===== config.mk =====
export PLATFORM = sky130hd
export DESIGN_NAME = dispatch_ctrl
export DESIGN_NICKNAME = d
export VERILOG_FILES = /design/src/rtl/dispatch_ctrl.sv
export SDC_FILE = /design/constraint.sdc
export NUM_CORES = 1
export LEC_CHECK = 0
export CORE_AREA = 10 10 224 438
export CTS_CLUSTER_DIAMETER = 100
export CTS_CLUSTER_SIZE = 28
export DETAILED_ROUTE_END_ITERATION = 8
export DIE_AREA = 0 0 234 448
export HOLD_SLACK_MARGIN = 0.03
export PLACE_DENSITY = 0.76
export SLEW_MARGIN = 20
export SYNTH_ARGS = -nofsm -noshare
export SYNTH_HDL_FRONTEND = slang
export SYNTH_SLANG_ARGS = --single-unit

===== constraint.sdc =====
create_clock -name clk -period 6.9 [get_ports clk]
set_clock_uncertainty 0.1 [all_clocks]
set_input_delay 1.38 -clock clk [delete_from_list [all_inputs] [get_ports clk]]
set_output_delay 1.38 -clock clk [all_outputs]
set_load 0.1 [all_outputs]

===== src/rtl/dispatch_ctrl.sv =====
// Instruction queue between fetcher and decoder: buffers fetched instructions and
// releases the head only when the ROB and its target station (RS or LSB) have room.
module dispatch_ctrl #(
    parameter int IQ_DEPTH = 16,
    parameter int IQ_PTR_W = 4
) (
    input  logic        clk,
    input  logic        rst,
    input  logic        rdy,
    input  logic        in_fetcher_valid,
    input  logic [31:0] in_fetcher_instr,
    input  logic [31:0] in_fetcher_pc,
    input  logic        in_fetcher_jump_flag,
    output logic        out_fetcher_full,
    input  logic        in_rob_full,
    input  logic        in_rs_full,
    input  logic        in_lsb_full,
    input  logic        in_rob_rollback,
    output logic        out_dec_valid,
    output logic [31:0] out_dec_instr,
    output logic [31:0] out_dec_pc,
    output logic        out_dec_jump_flag,
    output logic [31:0] out_stall_cnt
);

    localparam logic [6:0]          OPC_LOAD   = 7'b0000011;
    localparam logic [6:0]          OPC_STORE  = 7'b0100011;
    localparam logic [IQ_PTR_W:0]   FULL_COUNT = (IQ_PTR_W + 1)'(IQ_DEPTH);

    typedef enum logic {
        ST_RUN   = 1'b0,
        ST_FLUSH = 1'b1
    } state_t;

    state_t              r_state;
    logic [IQ_PTR_W-1:0] r_head;
    logic [IQ_PTR_W-1:0] r_tail;
    logic [IQ_PTR_W:0]   r_count;
    logic [31:0]         r_stall_cnt;

    logic [31:0] r_instr_mem [IQ_DEPTH];
    logic [31:0] r_pc_mem    [IQ_DEPTH];
    logic        r_jf_mem    [IQ_DEPTH];

    logic        w_full;
    logic [31:0] w_head_instr;
    logic        w_to_lsb;
    logic        w_res_block;
    logic        w_active;
    logic        w_dispatch;
    logic        w_enq;
    logic        w_stall;

    assign w_full       = (r_count == FULL_COUNT) | (r_state == ST_FLUSH);
    assign w_head_instr = r_instr_mem[r_head];
    assign w_to_lsb     = (w_head_instr[6:0] == OPC_LOAD) | (w_head_instr[6:0] == OPC_STORE);
    assign w_res_block  = in_rob_full | (w_to_lsb ? in_lsb_full : in_rs_full);
    assign w_active     = rdy & (r_state == ST_RUN) & (r_count != '0);
    // A rollback cycle neither accepts nor releases anything: the queue is being discarded.
    assign w_dispatch   = w_active & ~w_res_block & ~in_rob_rollback;
    assign w_enq        = rdy & in_fetcher_valid & ~w_full & ~in_rob_rollback;
    assign w_stall      = w_active & w_res_block;

    // NOTE: storage arrays carry no reset; validity is tracked solely by head/tail/count,
    // so resetting the data would only cost flops and reset routing.
    always_ff @(posedge clk) begin
        if (w_enq) begin
            r_instr_mem[r_tail] <= in_fetcher_instr;
            r_pc_mem[r_tail]    <= in_fetcher_pc;
            r_jf_mem[r_tail]    <= in_fetcher_jump_flag;
        end
    end

    // NOTE: all state uses non-blocking assignments so every register samples
    // pre-edge values, independent of statement order inside the block.
    always_ff @(posedge clk or negedge rst) begin
        if (!rst) begin
            r_state     <= ST_RUN;
            r_head      <= '0;
            r_tail      <= '0;
            r_count     <= '0;
            r_stall_cnt <= '0;
        end else if (rdy) begin
            case (r_state)
                ST_RUN: begin
                    if (in_rob_rollback) begin
                        r_head  <= '0;
                        r_tail  <= '0;
                        r_count <= '0;
                        r_state <= ST_FLUSH;
                    end else begin
                        if (w_enq)      r_tail <= r_tail + 1'b1;
                        if (w_dispatch) r_head <= r_head + 1'b1;
                        if (w_enq & ~w_dispatch)      r_count <= r_count + 1'b1;
                        else if (~w_enq & w_dispatch) r_count <= r_count - 1'b1;
                    end
                end
                ST_FLUSH: begin
                    if (!in_rob_rollback) r_state <= ST_RUN;
                end
                default: r_state <= ST_RUN;
            endcase

            if (w_stall && (r_stall_cnt != '1)) r_stall_cnt <= r_stall_cnt + 1'b1;
        end
    end

    assign out_fetcher_full  = w_full;
    assign out_dec_valid     = w_dispatch;
    assign out_dec_instr     = w_dispatch ? w_head_instr : '0;
    assign out_dec_pc        = w_dispatch ? r_pc_mem[r_head] : '0;
    assign out_dec_jump_flag = w_dispatch & r_jf_mem[r_head];
    assign out_stall_cnt     = r_stall_cnt;

endmodule


==> results_dict.tcl, run 1 <==
set metrics [dict create \
    cts_hold_buf 0 \
    start_kind "flop" \
    path_clk_slew_ps 110 \
    netlist_area_um2 42280 \
    endpoint_kind "output pin" \
    rsz0062_at_grt "false" \
    yosys.cell_types.count 44 \
    slew_viol_final 0 \
    dp_hpwl_um 50740 \
    root_buffer "clkbuf_16" \
    area_growth_pct 12.07 \
    power_mw 13.35 \
    period_needed_ps 6403 \
    start_util 0.4639 \
    hold_viol_final 0 \
    clkSinkCount 1086 \
    layout-drive-gt1-share 0.1869 \
    crit_chain "mux4_2 > a22oi_1 > nand3_1 > nor4_1 > nand3_1 > nand2_1 > nand2_2 > buf_4 > a211oi_1 > buf_12" \
    slew_headroom 0.2528 \
    yosysSeqAreaShare 0.7659 \
    yosys_warnings 0 \
    drc_errors 0 \
    synth_ff_type "edfxtp_1" \
    p_per_area_nw_per_um2 281.7 \
    place_congestion 0.7807 \
    synth_nets 2165 \
    drt_iter0_markers 2673 \
    first_pass_iters 5 \
    placed_area_um2 46170 \
    status "completed" \
    synth_edf_count 1040 \
    synthCells 2081 \
    top_level_ports 172 \
    setup_tns_ps 0 \
    cpMaxStageDelayCell "dfrtp_4" \
    final_common_cell "edfxtp_1" \
    cts_tree "built" \
    final_antenna_net_count 0 \
    setup_viol 0 \
    grt_max_degree 129 \
    cts_buffers 44 \
    die_area_um2 104800 \
    cap_violations 0 \
    vias_per_cell 6.081 \
    critPathMaxStageDelay_ps 840 \
    dr_total_vias 20930 \
    routed_wl_um 92950 \
    ir_worst_vdd_mv 0.3307 \
    port_buffers 171 \
    reg2regPathDepth 13 \
    final_cell_mix "edfxtp_1, mux4_2, mux2i_1, clkdlybuf4s50_1, nor2_1" \
    place_worst_setup_slack_ps 719.9 \
    cts_max_path_buffers 3 \
    clock.fmax_mhz 156.2 \
    fp.dieH_um 448 \
    synth_seq_cells 1086 \
    worst_pin_slew_ps 1121 \
    core_um2 91150 \
    grt-ovfl-total 0 \
    hp-class "reg -> reg" \
    post_cts_resized 0 \
    grt_pass1_vias 20980 \
    cts_setup_buffers 0 \
    syn_avg_cell_area_um2 20.32 \
    async_reset_ff_frac 0.04236 \
    crit_type "reg -> out" \
    layout_setup_ws_ps 497.3 \
    dieWidth_um 234 \
    final_nets 2322 \
    htree_levels 2 \
    cp.arrival_ps 4920 \
    p_leak_nw 15.27 \
    clkLatencyLatePin_ps 630 \
    period_share 0.9279 \
    cp_max_fo 31 \
    num_rows 157 \
    avgRoutedWirePerCell_um 27.00 \
    cpMostUsedCell "nand3_1" \
    antenna_found_initial 22 \
    grt.total_usage 0.1751 \
    cp_data_required_time_ps 5420 \
    grt_pass1_wl_um 137400 \
    final_area_um2 47380 \
    min_path_cells 1 \
]
-- power breakdown --
group          switching (mW)  total (mW)  leakage, nW  internal, mW
Sequential              0.195        7.52         9.91          7.33
Combinational            1.55        2.77         4.77          1.21
Clock                    1.84        3.06        0.586          1.22
-- path summary, 6_finish.rpt --
| check | from | end | slack, ps |
|---|---|---|---|
| worst max-delay path | r_head[0] | out_dec_instr[26] | 500 |
| worst min-delay path | out_stall_cnt[9] | out_stall_cnt[9] | 420 |
| worst max register to register | r_head[0] | r_count[4] | 2230 |
| worst min register to register | out_stall_cnt[9] | out_stall_cnt[9] | 420 |
| max in group asynchronous | rst | r_head[0] | 5590 |
| min in group asynchronous | rst | out_stall_cnt[0] | 660 |
-- layout make-up --
type	instances	area, um2
inverters	20	75.07
flip-flops and latches	1086	32400
clock inverters	2	25.02
clock buffers	53	1177
fillers	6966	43760
diodes	3	7.507
repair buffers	226	2808
well taps	1192	1491
multi-input cells	860	9403
-- critical path, delay by kind of cell (launching register included) --
family,cells,cell delay (ps)
AOI/OAI and AO/OA,2,650
DFF,1,840
buffers and inverters,2,640
and+or+nand+nor,5,1550
muxes,1,570
-- synthesized netlist by cell type, types with 2 or more instances --
library cell,number,share of area
mux4_2,222,0.12
o21ai_1,2,0.00024
and2_1,6,0.00089
inv_1,19,0.0017
dfrtp_1,46,0.027
ha_1,10,0.0030
nand4_1,10,0.0015
clkbuf_1,64,0.0057
nand2b_1,4,0.00059
nor4_1,12,0.0018
or3_1,3,0.00044
a22oi_1,4,0.00071
xor2_1,22,0.0046
o211ai_1,3,0.00053
nor2b_1,4,0.00059
a31oi_1,2,0.00030
mux2i_1,133,0.031
nor3_1,29,0.0034
or4_4,2,0.00053
a21oi_1,9,0.0011
o22ai_1,35,0.0052
a211oi_1,33,0.0059
buf_4,3,0.00053
edfxtp_1,1040,0.74
o21ai_0,41,0.0049
buf_2,22,0.0026
a21o_1,2,0.00036
mux2_2,2,0.00053
xnor2_1,14,0.0029
buf_1,21,0.0019
nand3_1,23,0.0027
o221ai_1,33,0.0068
buf_6,5,0.0013
and4_1,2,0.00041
nand2_1,68,0.0060
nor2_1,86,0.0076
and3_1,38,0.0056
-- through the flow --
stage               instances  utilization  hold slack [ps]
floorplan                2081            -            408.7
global placement         3384       0.5065            378.0
detailed placement       3384       0.5065            392.6
CTS                      3439       0.5197            408.3
global route             3439       0.5198            425.1
finish                   3442       0.5199            415.3
-- layer usage --
| layer | wire (um) | track usage |
|---|---|---|
| met1 | 37370 | 0.2461 |
| met2 | 44530 | 0.2738 |
| met3 | 8952 | 0.04245 |
| met4 | 1871 | 0.04068 |
| met5 | 221 | 0 |
-- sequential cells by signal, indices dropped and copies added, names as in the netlist --
register and flops:
r_instr_mem 512, r_pc_mem 512, out_stall_cnt 32, r_jf_mem 16, r_count 5, r_head 4, r_tail 4, r_state 1
-- cells by family after synthesis --
logic type / share of synthesized area
fa+ha+maj: 0.003433
simple gates: 0.03240
flops: 0.7659
compound gates: 0.02675
mux: 0.1503
xor+xnor: 0.007458
buf+inv: 0.01379
(Power assumes the default switching activity.)
==> run 2, diff against run 1 <==
--- a/config.mk
+++ b/config.mk
@@ -12,6 +12,7 @@
 export DIE_AREA = 0 0 234 448
 export HOLD_SLACK_MARGIN = 0.03
 export PLACE_DENSITY = 0.76
+export REMOVE_ABC_BUFFERS = 1
 export SLEW_MARGIN = 20
 export SYNTH_ARGS = -nofsm -noshare
 export SYNTH_HDL_FRONTEND = slang
==> results_dict.tcl, run 2 (synthesized netlist as in run 1, its figures left out) <==
set metrics [dict create \
    grt-ovfl-total 0 \
    rsz0062_at_grt "false" \
    clkSinkCount 1086 \
    top_level_ports 172 \
    cp_data_required_time_ps 5420 \
    htree_levels 2 \
    period_share 0.9501 \
    cts_max_path_buffers 3 \
    start_util 0.4639 \
    vias_per_cell 6.143 \
    dr_total_vias 21140 \
    cp.arrival_ps 5080 \
    grt_pass1_wl_um 140300 \
    die_area_um2 104800 \
    path_clk_slew_ps 110 \
    utilization 0.5158 \
    root_buffer "clkbuf_16" \
    place_worst_setup_slack_ps 1049 \
    worst_pin_slew_ps 1068 \
    grt_pass1_vias 21320 \
    clock.fmax_mhz 152.5 \
    hold_viol_final 0 \
    grt_max_degree 93 \
    post_cts_resized 0 \
    slew_viol_final 0 \
    routed_wl_um 94390 \
    status "completed" \
    port_buffers 171 \
    ir_worst_vdd_mv 0.2772 \
    first_pass_iters 5 \
    fill_cells 7034 \
    cp_max_fo 25 \
    core_um2 91150 \
    crit_type "reg -> out" \
    cts_buffers 44 \
    cap_violations 0 \
    p_per_area_nw_per_um2 283.9 \
    dieWidth_um 234 \
    clkLatencyLatePin_ps 630 \
    area_growth_pct 11.20 \
    final_cell_mix "edfxtp_1, mux4_2, mux2i_1, clkdlybuf4s50_1, buf_4" \
    layout_setup_ws_ps 344.0 \
    final_common_cell "edfxtp_1" \
    dp_hpwl_um 51230 \
    fp.dieH_um 448 \
    slew_headroom 0.2880 \
    hp-class "reg -> reg" \
    num_rows 157 \
    drt_iter0_markers 2683 \
    place_congestion 0.7901 \
    drc_errors 0 \
    period_needed_ps 6556 \
    final_nets 2323 \
    final_antenna_net_count 0 \
    avgRoutedWirePerCell_um 27.42 \
    p_leak_nw 15.19 \
    grt.total_usage 0.1789 \
    layout-drive-gt1-share 0.1877 \
    cts_setup_buffers 0 \
    endpoint_kind "output pin" \
    setup_viol 0 \
    cts_tree "built" \
    cts_hold_buf 0 \
    start_kind "flop" \
    antenna_found_initial 15 \
]
==> run 2: layer usage <==
layer,track usage,wire [um],part of all wire,vias up
met2,0.2787,44910,0.48,1078
li1,-,-,-,8813
met3,0.03955,9337,0.099,144
met1,0.2550,38240,0.41,11080
met4,0.04181,1732,0.018,28
met5,0,162,0.0017,-
==> run 2: critical path: stages (launching register included) <==
cell      delay, ps
dfrtp_4         700
buf_4           280
mux4_2          510
a22oi_1         190
nand3_1         210
nor4_1          550
nand3_1         300
nand2_2         160
nand2_2         480
buf_4           410
a211oi_1        400
buf_12          240
==> run 2: path summary, 6_finish.rpt <==
path                                         from  slack [ps]  cells after the start                 to
worst max-delay path                    r_head[0]         340                     11  out_dec_instr[24]
worst min-delay path            out_stall_cnt[25]         390                      1  out_stall_cnt[25]
worst max register to register          r_head[0]        2080                     14         r_count[4]
worst min register to register  out_stall_cnt[25]         390                      1  out_stall_cnt[25]
max in group asynchronous                     rst        5640                      1          r_head[2]
min in group asynchronous                     rst         640                      1         r_count[1]
==> run 2: through the flow <==
stage	power, mW	area, um2	cells	hold WS [ps]	setup TNS [ps]
after floorplan	10.41	41770	1966	408.7	-1213080
after global placement	10.39	45810	3385	375.0	0
after detailed placement	10.44	45810	3385	378.8	0
after CTS	13.40	47010	3440	393.5	0
after global routing	13.81	47010	3440	401.8	0
final	13.35	47020	3442	390.9	0
==> run 2: power by group <==
| part | internal (mW) | switching (mW) |
|---|---|---|
| clock network | 1.22 | 1.84 |
| registers | 7.33 | 0.174 |
| logic | 1.20 | 1.59 |
==> run 2: layout make-up <==
class / count / area, um2 / share of cell area
Sequential cell: 1086 / 32400 / 0.6891
Multi-Input combinational cell: 860 / 9405 / 0.2000
Timing Repair Buffer: 227 / 2440 / 0.05189
Tap cell: 1192 / 1491 / 0.03172
Clock buffer: 53 / 1177 / 0.02504
Inverter: 20 / 75.07 / 0.001597
Clock inverter: 2 / 25.02 / 0.0005323
Antenna cell: 2 / 5.005 / 0.0001065
